`config.mk`:
```
export PLATFORM = sky130hd
export DESIGN_NAME = mem_ctrl_flat
export DESIGN_NICKNAME = d
export VERILOG_FILES = /design/src/rtl/mem_ctrl_pkg.sv /design/src/rtl/mem_ctrl_if.sv /design/src/rtl/mc_rr_arbiter.sv /design/src/rtl/mem_ctrl.sv /design/src/flat_wrapper.sv
export SDC_FILE = /design/constraint.sdc
export NUM_CORES = 1
export LEC_CHECK = 0
export ABC_AREA = 1
export CORE_UTILIZATION = 35
export CTS_CLUSTER_SIZE = 12
export DETAILED_ROUTE_END_ITERATION = 6
export GPL_TIMING_DRIVEN = 0
export PLACE_DENSITY = 0.6
export SYNTH_ARGS = -nofsm -noshare
export SYNTH_HDL_FRONTEND = slang
export SYNTH_SLANG_ARGS = --single-unit
```
`constraint.sdc`:
```
create_clock -name clk -period 2.5 [get_ports clk]
set_clock_uncertainty 0.05 [all_clocks]
set_input_delay 0.25 -clock clk [delete_from_list [all_inputs] [get_ports clk]]
set_output_delay 0.25 -clock clk [all_outputs]
set_load 0.1 [all_outputs]
```
`src/rtl/mem_ctrl_pkg.sv`:
```
// Shared definitions for the two-port memory controller: command codes,
// FSM state encoding and a request-decode helper.
package mem_ctrl_pkg;

    localparam logic [1:0] RW_IDLE  = 2'd0;
    localparam logic [1:0] RW_READ  = 2'd1;
    localparam logic [1:0] RW_WRITE = 2'd2;

    typedef enum logic [1:0] {
        IDLE  = 2'd0,
        READ  = 2'd1,
        WRITE = 2'd2,
        DONE  = 2'd3
    } mc_state_e;

    // Only read and write are real commands; 0 and 3 never start an access.
    function automatic logic is_req(input logic [1:0] flag);
        return (flag == RW_READ) || (flag == RW_WRITE);
    endfunction

endpackage

```
`src/rtl/mem_ctrl_if.sv`:
```
// Bus bundle between the MMU request ports, the byte-wide RAM and mem_ctrl.
// The slave modport is the controller; the master modport is the environment.
interface mem_ctrl_if #(
    parameter int unsigned ADDR_W = 17
);
    logic [3:0]        i_rw_flag;
    logic [63:0]       i_addr;
    logic [63:0]       i_write_data;
    logic [7:0]        i_write_mask;
    logic [63:0]       o_read_data;
    logic [1:0]        o_busy;
    logic [1:0]        o_done;
    logic [ADDR_W-1:0] o_ram_addr;
    logic [7:0]        o_ram_wdata;
    logic              o_ram_we;
    logic [7:0]        i_ram_rdata;

    modport slave (
        input  i_rw_flag, i_addr, i_write_data, i_write_mask, i_ram_rdata,
        output o_read_data, o_busy, o_done, o_ram_addr, o_ram_wdata, o_ram_we
    );

    modport master (
        output i_rw_flag, i_addr, i_write_data, i_write_mask, i_ram_rdata,
        input  o_read_data, o_busy, o_done, o_ram_addr, o_ram_wdata, o_ram_we
    );
endinterface

```
`src/rtl/mc_rr_arbiter.sv`:
```
// Two-requester round-robin arbiter. A tie goes to the port not granted last;
// the last-grant bit resets to 0 so port 1 wins the first tie.
module mc_rr_arbiter (
    input  logic       clk,
    input  logic       rst_n,
    input  logic [1:0] req,
    input  logic       accept,
    output logic       grant
);

    logic last_q;

    always_comb begin
        grant = 1'b0;
        unique case (req)
            2'b01:   grant = 1'b0;
            2'b10:   grant = 1'b1;
            2'b11:   grant = ~last_q;
            default: grant = 1'b0;
        endcase
    end

    always_ff @(posedge clk or negedge rst_n) begin
        if (!rst_n) begin
            last_q <= 1'b0;
        end else if (accept) begin
            last_q <= grant;
        end
    end

endmodule

```
`src/rtl/mem_ctrl.sv`:
```
// Two-port memory controller: round-robin arbitration, each 32-bit access
// serialised into four little-endian byte beats on a 1-cycle-latency RAM.
module mem_ctrl
    import mem_ctrl_pkg::*;
#(
    parameter int unsigned ADDR_W = 17
) (
    input  logic      clk,
    input  logic      rst_n,
    mem_ctrl_if.slave bus
);

    mc_state_e         state_q, state_d;
    logic              port_q, port_d;
    logic              write_q, write_d;
    logic [ADDR_W-1:0] base_q, base_d;
    logic [31:0]       wword_q, wword_d;
    logic [3:0]        mask_q, mask_d;
    logic [2:0]        cnt_q, cnt_d;
    logic [23:0]       rbuf_q, rbuf_d;
    logic [63:0]       rdata_q, rdata_d;
    logic [1:0]        busy_q, busy_d;
    logic [ADDR_W-1:0] ram_addr_q, ram_addr_d;
    logic [7:0]        ram_wdata_q, ram_wdata_d;
    logic              ram_we_q, ram_we_d;

    logic [1:0]        pending;
    logic              accept;
    logic              grant;
    logic [1:0]        req_flag;
    logic [ADDR_W-1:0] req_addr;
    logic [31:0]       req_wdata;
    logic [3:0]        req_mask;
    logic [1:0]        nbeat;

    assign pending[0] = is_req(bus.i_rw_flag[1:0]) && !busy_q[0];
    assign pending[1] = is_req(bus.i_rw_flag[3:2]) && !busy_q[1];
    assign accept     = (state_q == IDLE) && (|pending);

    mc_rr_arbiter u_arb (
        .clk    (clk),
        .rst_n  (rst_n),
        .req    (pending),
        .accept (accept),
        .grant  (grant)
    );

    assign req_flag  = grant ? bus.i_rw_flag[3:2]       : bus.i_rw_flag[1:0];
    assign req_addr  = grant ? bus.i_addr[32 +: ADDR_W] : bus.i_addr[0 +: ADDR_W];
    assign req_wdata = grant ? bus.i_write_data[63:32]  : bus.i_write_data[31:0];
    assign req_mask  = grant ? bus.i_write_mask[7:4]    : bus.i_write_mask[3:0];
    assign nbeat     = cnt_q[1:0] + 2'd1;

    always_comb begin
        state_d     = state_q;
        port_d      = port_q;
        write_d     = write_q;
        base_d      = base_q;
        wword_d     = wword_q;
        mask_d      = mask_q;
        cnt_d       = cnt_q;
        rbuf_d      = rbuf_q;
        rdata_d     = rdata_q;
        busy_d      = busy_q;
        ram_addr_d  = ram_addr_q;
        ram_wdata_d = ram_wdata_q;
        ram_we_d    = 1'b0;

        unique case (state_q)
            IDLE: begin
                if (accept) begin
                    port_d         = grant;
                    write_d        = (req_flag == RW_WRITE);
                    base_d         = req_addr;
                    wword_d        = req_wdata;
                    mask_d         = req_mask;
                    cnt_d          = 3'd0;
                    busy_d[grant]  = 1'b1;
                    // Beat 0 is registered at the acceptance edge so it appears in cycle 1.
                    ram_addr_d     = req_addr;
                    if (req_flag == RW_WRITE) begin
                        ram_wdata_d = req_wdata[7:0];
                        ram_we_d    = req_mask[0];
                        state_d     = WRITE;
                    end else begin
                        state_d     = READ;
                    end
                end
            end
            READ: begin
                cnt_d = cnt_q + 3'd1;
                if (cnt_q < 3'd3) begin
                    ram_addr_d = base_q + ADDR_W'(nbeat);
                end
                // Byte for address beat k arrives while cnt_q == k + 1.
                case (cnt_q)
                    3'd1: rbuf_d[7:0]   = bus.i_ram_rdata;
                    3'd2: rbuf_d[15:8]  = bus.i_ram_rdata;
                    3'd3: rbuf_d[23:16] = bus.i_ram_rdata;
                    3'd4: begin
                        if (port_q) begin
                            rdata_d[63:32] = {bus.i_ram_rdata, rbuf_q};
                        end else begin
                            rdata_d[31:0]  = {bus.i_ram_rdata, rbuf_q};
                        end
                        state_d = DONE;
                    end
                    default: ;
                endcase
            end
            WRITE: begin
                if (cnt_q[1:0] == 2'd3) begin
                    state_d = DONE;
                end else begin
                    cnt_d       = cnt_q + 3'd1;
                    ram_addr_d  = base_q + ADDR_W'(nbeat);
                    ram_wdata_d = wword_q[{nbeat, 3'b000} +: 8];
                    ram_we_d    = mask_q[nbeat];
                end
            end
            DONE: begin
                busy_d[port_q] = 1'b0;
                state_d        = IDLE;
            end
            default: state_d = IDLE;
        endcase
    end

    always_ff @(posedge clk or negedge rst_n) begin
        if (!rst_n) begin
            state_q     <= IDLE;
            port_q      <= 1'b0;
            write_q     <= 1'b0;
            base_q      <= '0;
            wword_q     <= '0;
            mask_q      <= '0;
            cnt_q       <= '0;
            rbuf_q      <= '0;
            rdata_q     <= '0;
            busy_q      <= '0;
            ram_addr_q  <= '0;
            ram_wdata_q <= '0;
            ram_we_q    <= 1'b0;
        end else begin
            state_q     <= state_d;
            port_q      <= port_d;
            write_q     <= write_d;
            base_q      <= base_d;
            wword_q     <= wword_d;
            mask_q      <= mask_d;
            cnt_q       <= cnt_d;
            rbuf_q      <= rbuf_d;
            rdata_q     <= rdata_d;
            busy_q      <= busy_d;
            ram_addr_q  <= ram_addr_d;
            ram_wdata_q <= ram_wdata_d;
            ram_we_q    <= ram_we_d;
        end
    end

    assign bus.o_read_data = rdata_q;
    assign bus.o_busy      = busy_q;
    assign bus.o_done      = (state_q == DONE) ? {port_q, ~port_q} : 2'b00;
    assign bus.o_ram_addr  = ram_addr_q;
    assign bus.o_ram_wdata = ram_wdata_q;
    assign bus.o_ram_we    = ram_we_q;

endmodule

```
`src/flat_wrapper.sv`:
```
// flat-port wrapper written by rule: the top's interface ports become plain ports
module mem_ctrl_flat import mem_ctrl_pkg::*;
#(
    parameter int unsigned ADDR_W = 17
)
  (clk, rst_n, bus_i_rw_flag, bus_i_addr, bus_i_write_data, bus_i_write_mask, bus_i_ram_rdata, bus_o_read_data, bus_o_busy, bus_o_done, bus_o_ram_addr, bus_o_ram_wdata, bus_o_ram_we);
  mem_ctrl_if #(.ADDR_W(ADDR_W)) bus_i ();
  input  logic clk;
  input  logic rst_n;
  input wire logic [$bits(bus_i.i_rw_flag)-1:0] bus_i_rw_flag;
  input wire logic [$bits(bus_i.i_addr)-1:0] bus_i_addr;
  input wire logic [$bits(bus_i.i_write_data)-1:0] bus_i_write_data;
  input wire logic [$bits(bus_i.i_write_mask)-1:0] bus_i_write_mask;
  input wire logic [$bits(bus_i.i_ram_rdata)-1:0] bus_i_ram_rdata;
  output wire logic [$bits(bus_i.o_read_data)-1:0] bus_o_read_data;
  output wire logic [$bits(bus_i.o_busy)-1:0] bus_o_busy;
  output wire logic [$bits(bus_i.o_done)-1:0] bus_o_done;
  output wire logic [$bits(bus_i.o_ram_addr)-1:0] bus_o_ram_addr;
  output wire logic [$bits(bus_i.o_ram_wdata)-1:0] bus_o_ram_wdata;
  output wire logic [$bits(bus_i.o_ram_we)-1:0] bus_o_ram_we;
  assign bus_i.i_rw_flag = bus_i_rw_flag;
  assign bus_i.i_addr = bus_i_addr;
  assign bus_i.i_write_data = bus_i_write_data;
  assign bus_i.i_write_mask = bus_i_write_mask;
  assign bus_i.i_ram_rdata = bus_i_ram_rdata;
  assign bus_o_read_data = bus_i.o_read_data;
  assign bus_o_busy = bus_i.o_busy;
  assign bus_o_done = bus_i.o_done;
  assign bus_o_ram_addr = bus_i.o_ram_addr;
  assign bus_o_ram_wdata = bus_i.o_ram_wdata;
  assign bus_o_ram_we = bus_i.o_ram_we;
  mem_ctrl #(.ADDR_W(ADDR_W)) u_core (.clk(clk), .rst_n(rst_n), .bus(bus_i));
endmodule
```
==> reports/results.txt <==
global-route wire length before repair -> 39500 um
Nets -> 1437
DR pass1 iterations -> 5
Port Buffers -> 213
CTS tree -> done
Setup crit end kind -> output port
Total GRT Usage -> 20.8%
WL per Instance -> 15.4 um
R2R Path Start -> u_core.cnt_q[0]
GR Overflow Total -> 0
CP arrival -> 2.06 ns
Avg Cell Area, Syn -> 8.14 um2
most frequent cells in the layout -> nand2_1 (376), clkdlybuf4s50_1 (210), dfrtp_1 (176)
max incr delay on CP -> 1.21 ns
Post-synth EDFFs -> 0
final setup fails -> 0
Die Footprint -> 24800 um2
wl on met1 -> 11800 um
Fmax achieved -> 423 MHz
Post-Syn Area -> 8470 um2
DRT Wirelength -> 24800 um
initial core utilization -> 35.9%
Critical Path RT -> 2.20 ns
io pins -> 244
vias in the first global route -> 7630
Core Box Area -> 23600 um2
met3 wire len -> 1330 um
diodes inserted -> 0
commonest non-fill, non-tap cell in the layout -> nand2_1
Crit Path Max Fanout -> 4
Final period util -> 94.6%
CP startpoint -> u_core.bus.o_busy[1]
Synthesized Nets -> 1203
CTS H-tree lvls -> 4
Max Root-Sink Buffers -> 2
Syn. warnings -> 0
Util after Layout -> 49.6%
vias per std cell -> 4.77
Hold/Removal Path Class -> in2async
vias -> 7673
ys flop type -> dfrtp_1
chip width -> 158 um
RSZ-0062 raised after global routing -> true
Routability Congestion -> 0.882
post-synthesis sequential element count -> 176
Clock Latency Late Sink -> 0.44 ns
WL met2 -> 11400 um
CP Class -> reg2out
TritonCTS Sinks -> 176
post-CTS setup buffers -> 0
max-cap viol count -> 0
Worst Tran Pin Value -> 1.04 ns
unique cell type count in the Yosys netlist -> 32
largest net degree at the start of global routing -> 101
post-route minimum period -> 2.36 ns
status -> complete, no violations
final hold violation count -> 0
die height -> 158 um
area delta synth->final -> 38.1%
Max Slew Vio Count -> 0
crit path launch type -> register
sequential share of the synthesized area -> 52.0%
initial drt markers -> 442
initial antenna violation count -> 0
Crit path max-delay family -> buffers and inverters
Cells after Synth -> 1041
CP max-delay cell -> clkdlybuf4s50_1
Detailed Place HPWL -> 18700 um
DR top layer -> met4
Clk Tree Root Cell -> clkbuf_16
Worst-path clk slew -> 0.08 ns
std cell rows -> 56
Worst slew margin -> 30.7%
Buf/Inv on CP -> 1
# DRC -> 0
CTS Buf Count -> 17
cells along the critical path -> clkdlybuf4s50_1
Routed Antenna Nets -> 0
share of layout cells above drive strength 1 -> 8.00%
fraction of registers with async set or reset after synthesis -> 100%
[path summary, 6_finish.rpt]
| check | slack (ns) | depth (start not counted) | to |
|---|---|---|---|
| min in group clk | 0.31 | 3 | u_core.wword_q[22] |
| max in group asynchronous | 1.17 | 3 | u_core.bus.o_read_data[8] |
| worst max-delay path | 0.14 | 1 | bus_o_busy[1] |
| worst min-delay path | 0.31 | 2 | u_core.wword_q[14] |
| worst min register to register | 0.43 | 2 | u_core.bus.o_ram_addr[4] |
| worst max register to register | 0.15 | 12 | u_core.bus.o_ram_addr[5] |
[cell families (layout without fill, tap and decap cells)]
family,Yosys count,in the layout,synth area share (%)
simple gates,546,546,27.6
flops,176,176,52.0
compound gates,164,164,10.6
buf+inv,140,387,7.65
fa+ha+maj,12,12,1.86
xor+xnor,3,3,0.310
[through the flow]
stage | setup TNS, ns | area [um2] | hold WS, ns | setup WS [ns] | cells
after floorplan | 0 | 8470 | -0.0956 | 0.0518 | 1041
after global routing | -0.0454 | 11700 | 0.330 | -0.0253 | 1607
after detailed placement | -1.96 | 11000 | 0.224 | -0.337 | 1574
final | 0 | 11700 | 0.307 | 0.136 | 1607
after global placement | -1117.76 | 11000 | 0.415 | -6.37 | 1573
after CTS | 0 | 11700 | 0.301 | 0.0207 | 1607
[synthesized netlist by cell type, types with 3 or more instances]
| master | instances | area share [%] |
|---|---|---|
| o21ai_1 | 4 | 0.24 |
| nand3_2 | 3 | 0.35 |
| nand2_4 | 3 | 0.40 |
| inv_1 | 88 | 3.9 |
| o21ai_0 | 128 | 7.6 |
| ha_1 | 11 | 1.6 |
| o21ai_2 | 15 | 1.6 |
| nand2_2 | 3 | 0.22 |
| xor2_1 | 3 | 0.31 |
| nand2_1 | 376 | 17 |
| dfrtp_1 | 176 | 52 |
| o22ai_1 | 9 | 0.66 |
| nand4_1 | 5 | 0.37 |
| buf_6 | 14 | 1.9 |
| a31oi_1 | 3 | 0.22 |
| nand3_1 | 87 | 5.1 |
| inv_2 | 5 | 0.22 |
| buf_2 | 8 | 0.47 |
| clkbuf_1 | 22 | 0.97 |
| or2_2 | 3 | 0.22 |
| nor2_1 | 48 | 2.1 |
| nand3b_1 | 12 | 1.1 |
| a21oi_1 | 4 | 0.24 |
[state kept, by name, indices dropped and copies added, names as in the netlist]
signal	count
u_core.wword_q	32
u_core.rbuf_q	24
u_core.bus.o_ram_we	1
u_core.mask_q	4
u_core.u_arb.last_q	1
u_core.base_q	17
u_core.state_q	2
u_core.bus.o_ram_addr	17
u_core.port_q	1
u_core.bus.o_read_data	64
u_core.cnt_q	3
u_core.bus.o_ram_wdata	8
u_core.bus.o_busy	2
[cell type report]
| cell class | count | area, um2 |
|---|---|---|
| Buffer | 46 | 308 |
| Clock buffer | 17 | 425 |
| Clock inverter | 15 | 193 |
| Fill cell | 2246 | 11900 |
| Inverter | 94 | 353 |
| Multi-Input combinational cell | 725 | 3450 |
| Sequential cell | 176 | 4400 |
| Tap cell | 319 | 399 |
| Timing Repair Buffer | 215 | 2170 |
[layer usage]
metal	track usage [%]	vias to the layer above
met2	33.0	192
met1	29.0	3675
met4	4.85	0
met3	4.35	16
li1	-	3790
met5	0	-
[what timing repair did]
item | 4_1_cts | 5_1_grt
hold buffers | 1 | 0
endpoints found under the setup margin | 29 | 76
gates resized for setup | 9 | 7
endpoints found under the hold margin | 76 | 0
Power is not shown: default switching activity piles up to over one toggle a cycle in this logic, so the estimate is an artifact.
